--- config.mk ---
export PLATFORM = sky130hd
export DESIGN_NAME = scarv_ram_arbiter
export DESIGN_NICKNAME = d
export VERILOG_FILES = /design/src/rtl/scarv_mem_pkg.sv /design/src/rtl/scarv_ram_rsp_slot.sv /design/src/rtl/scarv_ram_arbiter.sv
export SDC_FILE = /design/constraint.sdc
export NUM_CORES = 1
export LEC_CHECK = 0
export BUFFER_PORTS_ARGS = -buffer_cell sky130_fd_sc_hd__buf_2
export CORE_MARGIN = 2
export CORE_UTILIZATION = 49
export DETAILED_ROUTE_END_ITERATION = 10
export GPL_TIMING_DRIVEN = 0
export PLACE_DENSITY_LB_ADDON = 0.12
export SLEW_MARGIN = 20
export SYNTH_ARGS = -nofsm -noshare
export SYNTH_HDL_FRONTEND = slang
export SYNTH_SLANG_ARGS = --single-unit
--- constraint.sdc ---
create_clock -name g_clk -period 8.95 [get_ports g_clk]
set_input_delay 1.79 -clock g_clk [delete_from_list [all_inputs] [get_ports g_clk]]
set_output_delay 1.79 -clock g_clk [all_outputs]
set_load 0.02 [all_outputs]
--- src/rtl/scarv_mem_pkg.sv ---
// Shared definitions for the SCARV RAM arbiter: per-port response tracking states.
package scarv_mem_pkg;

    typedef enum logic [1:0] {
        RSP_IDLE = 2'd0,
        RSP_LIVE = 2'd1,
        RSP_HELD = 2'd2
    } rsp_state_e;

    function automatic logic rsp_pending(input rsp_state_e state);
        return (state != RSP_IDLE);
    endfunction

endpackage

--- src/rtl/scarv_ram_rsp_slot.sv ---
// Per-port response tracker: forwards RAM data live, or parks it in a hold
// register while the requester back-pressures.
module scarv_ram_rsp_slot
    import scarv_mem_pkg::*;
#(
    parameter int WIDTH = 32
) (
    input  logic             clk,
    input  logic             rst,
    input  logic             gnt,
    input  logic             rsp_ready,
    input  logic [WIDTH-1:0] mem_rdata,
    output logic             rsp_valid,
    output logic [WIDTH-1:0] rdata
);

    rsp_state_e       state_r;
    rsp_state_e       state_s;
    logic [WIDTH-1:0] hold_r;

    // State register
    always_ff @(posedge clk or posedge rst) begin
        if (rst) begin
            state_r <= RSP_IDLE;
        end else begin
            state_r <= state_s;
        end
    end

    // Capture the RAM word on the first stalled cycle; mem_rdata may change afterwards
    always_ff @(posedge clk or posedge rst) begin
        if (rst) begin
            hold_r <= '0;
        end else if ((state_r == RSP_LIVE) && !rsp_ready) begin
            hold_r <= mem_rdata;
        end
    end

    // Next-state logic; a grant is only possible when no stalled response is pending
    always_comb begin
        state_s = state_r;
        case (state_r)
            RSP_IDLE: begin
                if (gnt) state_s = RSP_LIVE;
                else     state_s = RSP_IDLE;
            end
            RSP_LIVE, RSP_HELD: begin
                if (!rsp_ready) state_s = RSP_HELD;
                else if (gnt)   state_s = RSP_LIVE;
                else            state_s = RSP_IDLE;
            end
            default: state_s = RSP_IDLE;
        endcase
    end

    // Output logic
    always_comb begin
        rsp_valid = rsp_pending(state_r);
        case (state_r)
            RSP_LIVE: rdata = mem_rdata;
            RSP_HELD: rdata = hold_r;
            RSP_IDLE: rdata = hold_r;
            default:  rdata = hold_r;
        endcase
    end

endmodule

--- src/rtl/scarv_ram_arbiter.sv ---
// Two-port round-robin arbiter in front of a single-port synchronous RAM,
// with per-port response buffering so a stalled requester never blocks the other.
module scarv_ram_arbiter
    import scarv_mem_pkg::*;
#(
    parameter  int DEPTH = 4096,
    parameter  int WIDTH = 32,
    localparam int SW    = WIDTH / 8,
    localparam int AW    = $clog2(DEPTH)
) (
    input  logic             g_clk,
    input  logic             g_reset,
    input  logic             a_req,
    output logic             a_gnt,
    input  logic             a_wen,
    input  logic [SW-1:0]    a_strb,
    input  logic [WIDTH-1:0] a_wdata,
    input  logic [AW-1:0]    a_addr,
    output logic             a_rsp_valid,
    input  logic             a_rsp_ready,
    output logic [WIDTH-1:0] a_rdata,
    input  logic             b_req,
    output logic             b_gnt,
    input  logic             b_wen,
    input  logic [SW-1:0]    b_strb,
    input  logic [WIDTH-1:0] b_wdata,
    input  logic [AW-1:0]    b_addr,
    output logic             b_rsp_valid,
    input  logic             b_rsp_ready,
    output logic [WIDTH-1:0] b_rdata,
    output logic             mem_cen,
    output logic             mem_wen,
    output logic [SW-1:0]    mem_strb,
    output logic [WIDTH-1:0] mem_wdata,
    output logic [AW-1:0]    mem_addr,
    input  logic [WIDTH-1:0] mem_rdata
);

    logic a_elig_s;
    logic b_elig_s;
    logic last_b_r;

    // Reset gates eligibility so nothing reaches the RAM while it is asserted
    assign a_elig_s = a_req && !g_reset && !(a_rsp_valid && !a_rsp_ready);
    assign b_elig_s = b_req && !g_reset && !(b_rsp_valid && !b_rsp_ready);

    // Grant selection: contention goes to the port not served most recently
    always_comb begin
        a_gnt = 1'b0;
        b_gnt = 1'b0;
        if (a_elig_s && b_elig_s) begin
            if (last_b_r) a_gnt = 1'b1;
            else          b_gnt = 1'b1;
        end else if (a_elig_s) begin
            a_gnt = 1'b1;
        end else if (b_elig_s) begin
            b_gnt = 1'b1;
        end else begin
            a_gnt = 1'b0;
            b_gnt = 1'b0;
        end
    end

    // Round-robin pointer; reset value makes A win the first contention
    always_ff @(posedge g_clk or posedge g_reset) begin
        if (g_reset) begin
            last_b_r <= 1'b1;
        end else if (a_gnt || b_gnt) begin
            last_b_r <= b_gnt;
        end
    end

    // RAM request mux, zeroed when idle
    always_comb begin
        mem_cen   = a_gnt || b_gnt;
        mem_wen   = 1'b0;
        mem_strb  = '0;
        mem_wdata = '0;
        mem_addr  = '0;
        if (a_gnt) begin
            mem_wen   = a_wen;
            mem_strb  = a_strb;
            mem_wdata = a_wdata;
            mem_addr  = a_addr;
        end else if (b_gnt) begin
            mem_wen   = b_wen;
            mem_strb  = b_strb;
            mem_wdata = b_wdata;
            mem_addr  = b_addr;
        end else begin
            mem_wen   = 1'b0;
        end
    end

    scarv_ram_rsp_slot #(.WIDTH(WIDTH)) u_slot_a (
        .clk       (g_clk),
        .rst       (g_reset),
        .gnt       (a_gnt),
        .rsp_ready (a_rsp_ready),
        .mem_rdata (mem_rdata),
        .rsp_valid (a_rsp_valid),
        .rdata     (a_rdata)
    );

    scarv_ram_rsp_slot #(.WIDTH(WIDTH)) u_slot_b (
        .clk       (g_clk),
        .rst       (g_reset),
        .gnt       (b_gnt),
        .rsp_ready (b_rsp_ready),
        .mem_rdata (mem_rdata),
        .rsp_valid (b_rsp_valid),
        .rdata     (b_rdata)
    );

endmodule

* Word level (Yosys, flattened, before mapping)
Index checks and enable logic that the tools add are counted.
Storage, ports and cells: flip-flop bits (word level) 69, bits in latches 0, RAM bits 0, bits in read-only memories 0, bits of input ports 136, logic and storage cells 53, memories kept 0
Cells by class: add/sub/neg operators 0, $mul 0, div/mod/pow operators 0, order comparisons 0, equal/unequal tests 4, shifts and indexed selects 0, muxes and demuxes 23, bitwise gates (word level) 0, reduce and logical (&&, ||, !) cells 21
Operator list (count):
- 32-bit two-way mux | 4
- 12-bit two-way mux | 2
- 1-bit two-way mux | 11
- 1-bit logical AND | 9
- 4-bit two-way mux | 2
- 2-bit case mux with 2 select lines | 2
- 1-bit zero test | 5
- 2-bit by 1-bit == test with 1-bit output (second input constant) | 2
- 2-bit == test (second input constant) | 2
- 2-bit zero test | 2
- 2-bit two-way mux | 2
- 2-bit nonzero test | 2
- 2-bit OR reduction | 2
- 1-bit logical OR | 1

* Longest topological paths before layout
depth after elaboration 10, gate-level depth with buffers 7, mapped depth without buffers 5

* Modules after synthesis
From an unflattened synthesis, not the netlist that was laid out.
Second synthesis, totals: cell total of the unflattened synthesis 418, area, all modules 5193.7 µm²
By module, submodules not included:
- scarv_ram_rsp_slot | instances 2, cells an instance 117, area each 1841.8 µm²
- scarv_ram_arbiter | instances 1, cells an instance 184, area each 1510.2 µm²

* Worst setup path after synthesis
Ideal clock, no wire load.
path kind in2out, from in g_reset, to out mem_strb[0], arrival time 4.595 ns, data required time 7.160 ns, slack 2.565 ns, cell stages on the path 4, path buffers 1, cell sequence inv_2 -> clkbuf_1 -> nand2_1 -> o32ai_1
On the way: cells in the longest elaborated chain, start to end 8, elaborated cells on any way between the ends 13, those cells by class 7 x mux; 6 x reduce/logical
RTL lines:
- start: declaration | RTL line scarv_ram_arbiter.sv:12 | input logic g_reset,
- 1-bit zero test (no line) *
- 1-bit logical AND (2 in a row) | RTL line scarv_ram_arbiter.sv:45 | assign b_elig_s = b_req && !g_reset && !(b_rsp_valid && !b_rsp_ready);
- 1-bit two-way mux | RTL line scarv_ram_arbiter.sv:56 | end else if (b_elig_s) begin
- 1-bit two-way mux | RTL line scarv_ram_arbiter.sv:54 | end else if (a_elig_s) begin
- 1-bit two-way mux | RTL line scarv_ram_arbiter.sv:51 | if (a_elig_s && b_elig_s) begin
- 4-bit two-way mux | RTL line scarv_ram_arbiter.sv:85 | end else if (b_gnt) begin
- 4-bit two-way mux * | RTL line scarv_ram_arbiter.sv:80 | if (a_gnt) begin
- end: declaration | RTL line scarv_ram_arbiter.sv:33 | output logic [SW-1:0] mem_strb,
Every way passes the cells marked *; elsewhere a longest branch is shown, timed or not.

* Worst setup path after layout
from in g_reset, to out mem_wdata[27]
On the way: cells in the longest elaborated chain, start to end 8, elaborated cells on any way between the ends 13, those cells by class 7 x mux; 6 x reduce/logical
RTL lines:
- 1-bit zero test (no line) *
- 1-bit logical AND (2 in a row) | RTL line scarv_ram_arbiter.sv:45
- 1-bit two-way mux | RTL line scarv_ram_arbiter.sv:56
- 1-bit two-way mux | RTL line scarv_ram_arbiter.sv:54
- 1-bit two-way mux | RTL line scarv_ram_arbiter.sv:51
- 32-bit two-way mux | RTL line scarv_ram_arbiter.sv:85
- 32-bit two-way mux * | RTL line scarv_ram_arbiter.sv:80
- end: declaration | RTL line scarv_ram_arbiter.sv:34 | output logic [WIDTH-1:0] mem_wdata,
Marked as above.

==> impl_metrics.tcl <==
set metrics [dict create \
    cts_tree "yes" \
    wl_microns 13600 \
    multi_input_comb_area_sq_um 2470 \
    cp_max_fo 41 \
    cts_buffers 9 \
    synthArstFlopShare_pct 100 \
    hold_path_class "flop to flop" \
    clk_latency_ns 0.34 \
    power_uw 1700 \
    tns_ns 0 \
    startpoint_type "input port" \
    clkTransAtPathRegs_ns 0.08 \
    avgSynthCellArea_sq_um 11.2 \
    rr_worst_depth 7 \
    fin_area_sq_um 6250 \
    slowest_stage "clkbuf_4" \
    tightest_slew_ns 0.552 \
    num_rows 35 \
    first_iter_violations 81 \
    first_pass_iters 4 \
    die_area_sq_um 10200 \
    whs_path_depth 1 \
    ios 254 \
    cp_data_arrival_time_ns 3.25 \
    synth-edff-count 0 \
    slew_viol_final 0 \
    seqCellArea_sq_um 1730 \
    whs_ns 0.492 \
    crit_family "buffers and inverters" \
    coreArea_sq_um 9200 \
    start_util_pct 50.2 \
    drc_errors 0 \
    required_ns 7.16 \
    grt_usage_pct 25.8 \
    synth_top_area_share_pct 36.8 \
    avgViaCountPerCell 5.26 \
    synth_ff_type "dfrtp_1" \
    netlist_area_sq_um 4620 \
    postSynthCellCount 412 \
    period_share_pct 56.4 \
    vias 4180 \
    p_per_area_nw_per_um2 272 \
    post_cts_buffers 0 \
    final.fill_count 753 \
    area_growth_pct 35.3 \
    hold_buffers 0 \
    period_needed_ns 5.04 \
    cts_resized 0 \
    gp_congestion 0.744 \
    yosys_warnings 0 \
    synth_nets 554 \
    synth_top_cells_by_area "dfrtp_1 (37%), mux2_2 (30%), o32ai_2 (10%)" \
    postRouteAntennaNets 0 \
    grt_max_degree 42 \
    maxCapViolCount 0 \
    rsz0062_at_grt "false" \
    cp_cell_sequence "buf_2 > inv_2 > clkbuf_4 > buf_12 > nand2_1 > o32ai_1 > buf_2" \
    grt_overflow 0 \
    ir_drop_v 0.000206 \
    antenna_found_initial 1 \
    drive_above_1_share_pct 67.2 \
    yosys-top-cells-count "mux2_2 (124), dfrtp_1 (68), inv_1 (56)" \
    ys_seq_area_share_pct 37.4 \
    dpl_cell_area_sq_um 6050 \
    grt_pass1_vias 4122 \
    htree_levels 3 \
    cp.depth 7 \
    path_common_cell "buf_2" \
    root_buffer "clkbuf_8" \
    final_net_count 819 \
    portBuffers 253 \
    yosysTopAreaCell "dfrtp_1" \
    slew_headroom_pct 63.2 \
    synth_most_common_cell "mux2_2" \
    ys_ff_latch 69 \
    ys_types 27 \
    setup_violations 0 \
    dp_hpwl_microns 10700 \
    crit_type "input port to output pin" \
    p_leak_uw 0.00324 \
    cp_num_buf_inv 5 \
    status "finished, final reports clean" \
    wire_per_inst_microns 17.1 \
    die_w_microns 101 \
    fmax_mhz 198 \
    finalHoldViolCount 0 \
    cts_max_path_buffers 2 \
    crit_path_end_kind "output pin" \
    fin_worst_skew_ns 0.00909 \
    critPathMaxStageDelay_ns 0.48 \
    die_h_microns 101 \
    postLayoutCoreUtil_pct 68.0 \
    grt_pass1_wl_microns 20600 \
    cts_num_sinks 69 \
]
==> through the flow <==
stage | instances | worst slack, ns
6_report | 794 | 3.91
3_3_place_gp | 776 | 1.17
2_1_floorplan | 412 | 2.56
4_1_cts | 793 | 3.85
3_5_place_dp | 777 | 3.87
5_1_grt | 794 | 3.68
==> worst register-to-register path, delay by kind of cell (launching register included) <==
family	cells	cell delay (ns)
fa+ha+maj	1	0.15
buf+inv	4	0.65
flops	1	0.38
mux	1	0.36
simple gates	1	0.13
==> flip-flops by register name (all words and copies together), names as in the netlist <==
signal            count
u_slot_a.hold_r      32
last_b_r              1
u_slot_b.hold_r      32
u_slot_a.state_r      2
u_slot_b.state_r      2
==> layout by cell type, fill, tap and decap left out, drive strengths merged, types with 2 or more instances in the layout <==
cell type / count
a21oi: 3
buf: 283
clkbuf: 19
clkinv: 3
dfrtp: 68
ha: 6
inv: 57
mux2: 128
nand2: 49
nor2: 2
nor3b: 2
nor4: 2
o21ai: 3
o21bai: 2
o32ai: 49
==> power breakdown <==
| part | switching, uW | internal [uW] |
|---|---|---|
| Combinational | 493 | 415 |
| Sequential | 72.0 | 462 |
| Clock | 120 | 137 |
==> layout make-up <==
cell class | count | area share [%]
tap | 111 | 2.22
timing repair buffer | 254 | 20.6
sequential | 69 | 27.6
inverter | 57 | 3.42
clock inverter | 5 | 0.960
buffer | 37 | 3.40
antenna | 1 | 0.0400
multi-input combinational | 249 | 39.5
clock buffer | 11 | 2.26
==> worst paths after layout <==
kind / endpoint / slack, ns / from
min in group asynchronous: u_slot_a.hold_r[17] / 1.68 / g_reset
max in group asynchronous: last_b_r / 6.62 / g_reset
worst min-delay path: u_slot_b.hold_r[26] / 0.49 / u_slot_b.hold_r[26]
worst max register to register: u_slot_b.hold_r[14] / 7.18 / u_slot_b.state_r[1]
worst min register to register: u_slot_b.hold_r[26] / 0.49 / u_slot_b.hold_r[26]
worst max-delay path: mem_wdata[27] / 3.91 / g_reset
==> logic make-up after synthesis <==
| logic type | share of synthesized area (%) |
|---|---|
| AO/OA/AOI/OAI | 15.6 |
| adder cells (fa/ha/maj) | 1.62 |
| buffers and inverters | 9.15 |
| flip-flops | 37.4 |
| multiplexers | 31.2 |
| AND/OR/NAND/NOR | 5.01 |
==> per-layer routing <==
layer / part of all wire (%) / vias up / global-route usage (%)
met5: 0 / - / 0
met4: 1.4 / 0 / 6.44
met3: 6.9 / 13 / 8.11
met2: 51 / 152 / 44.2
met1: 41 / 2031 / 31.6
li1: - / 1984 / -
Note: power is estimated with default switching activity, not from simulation.
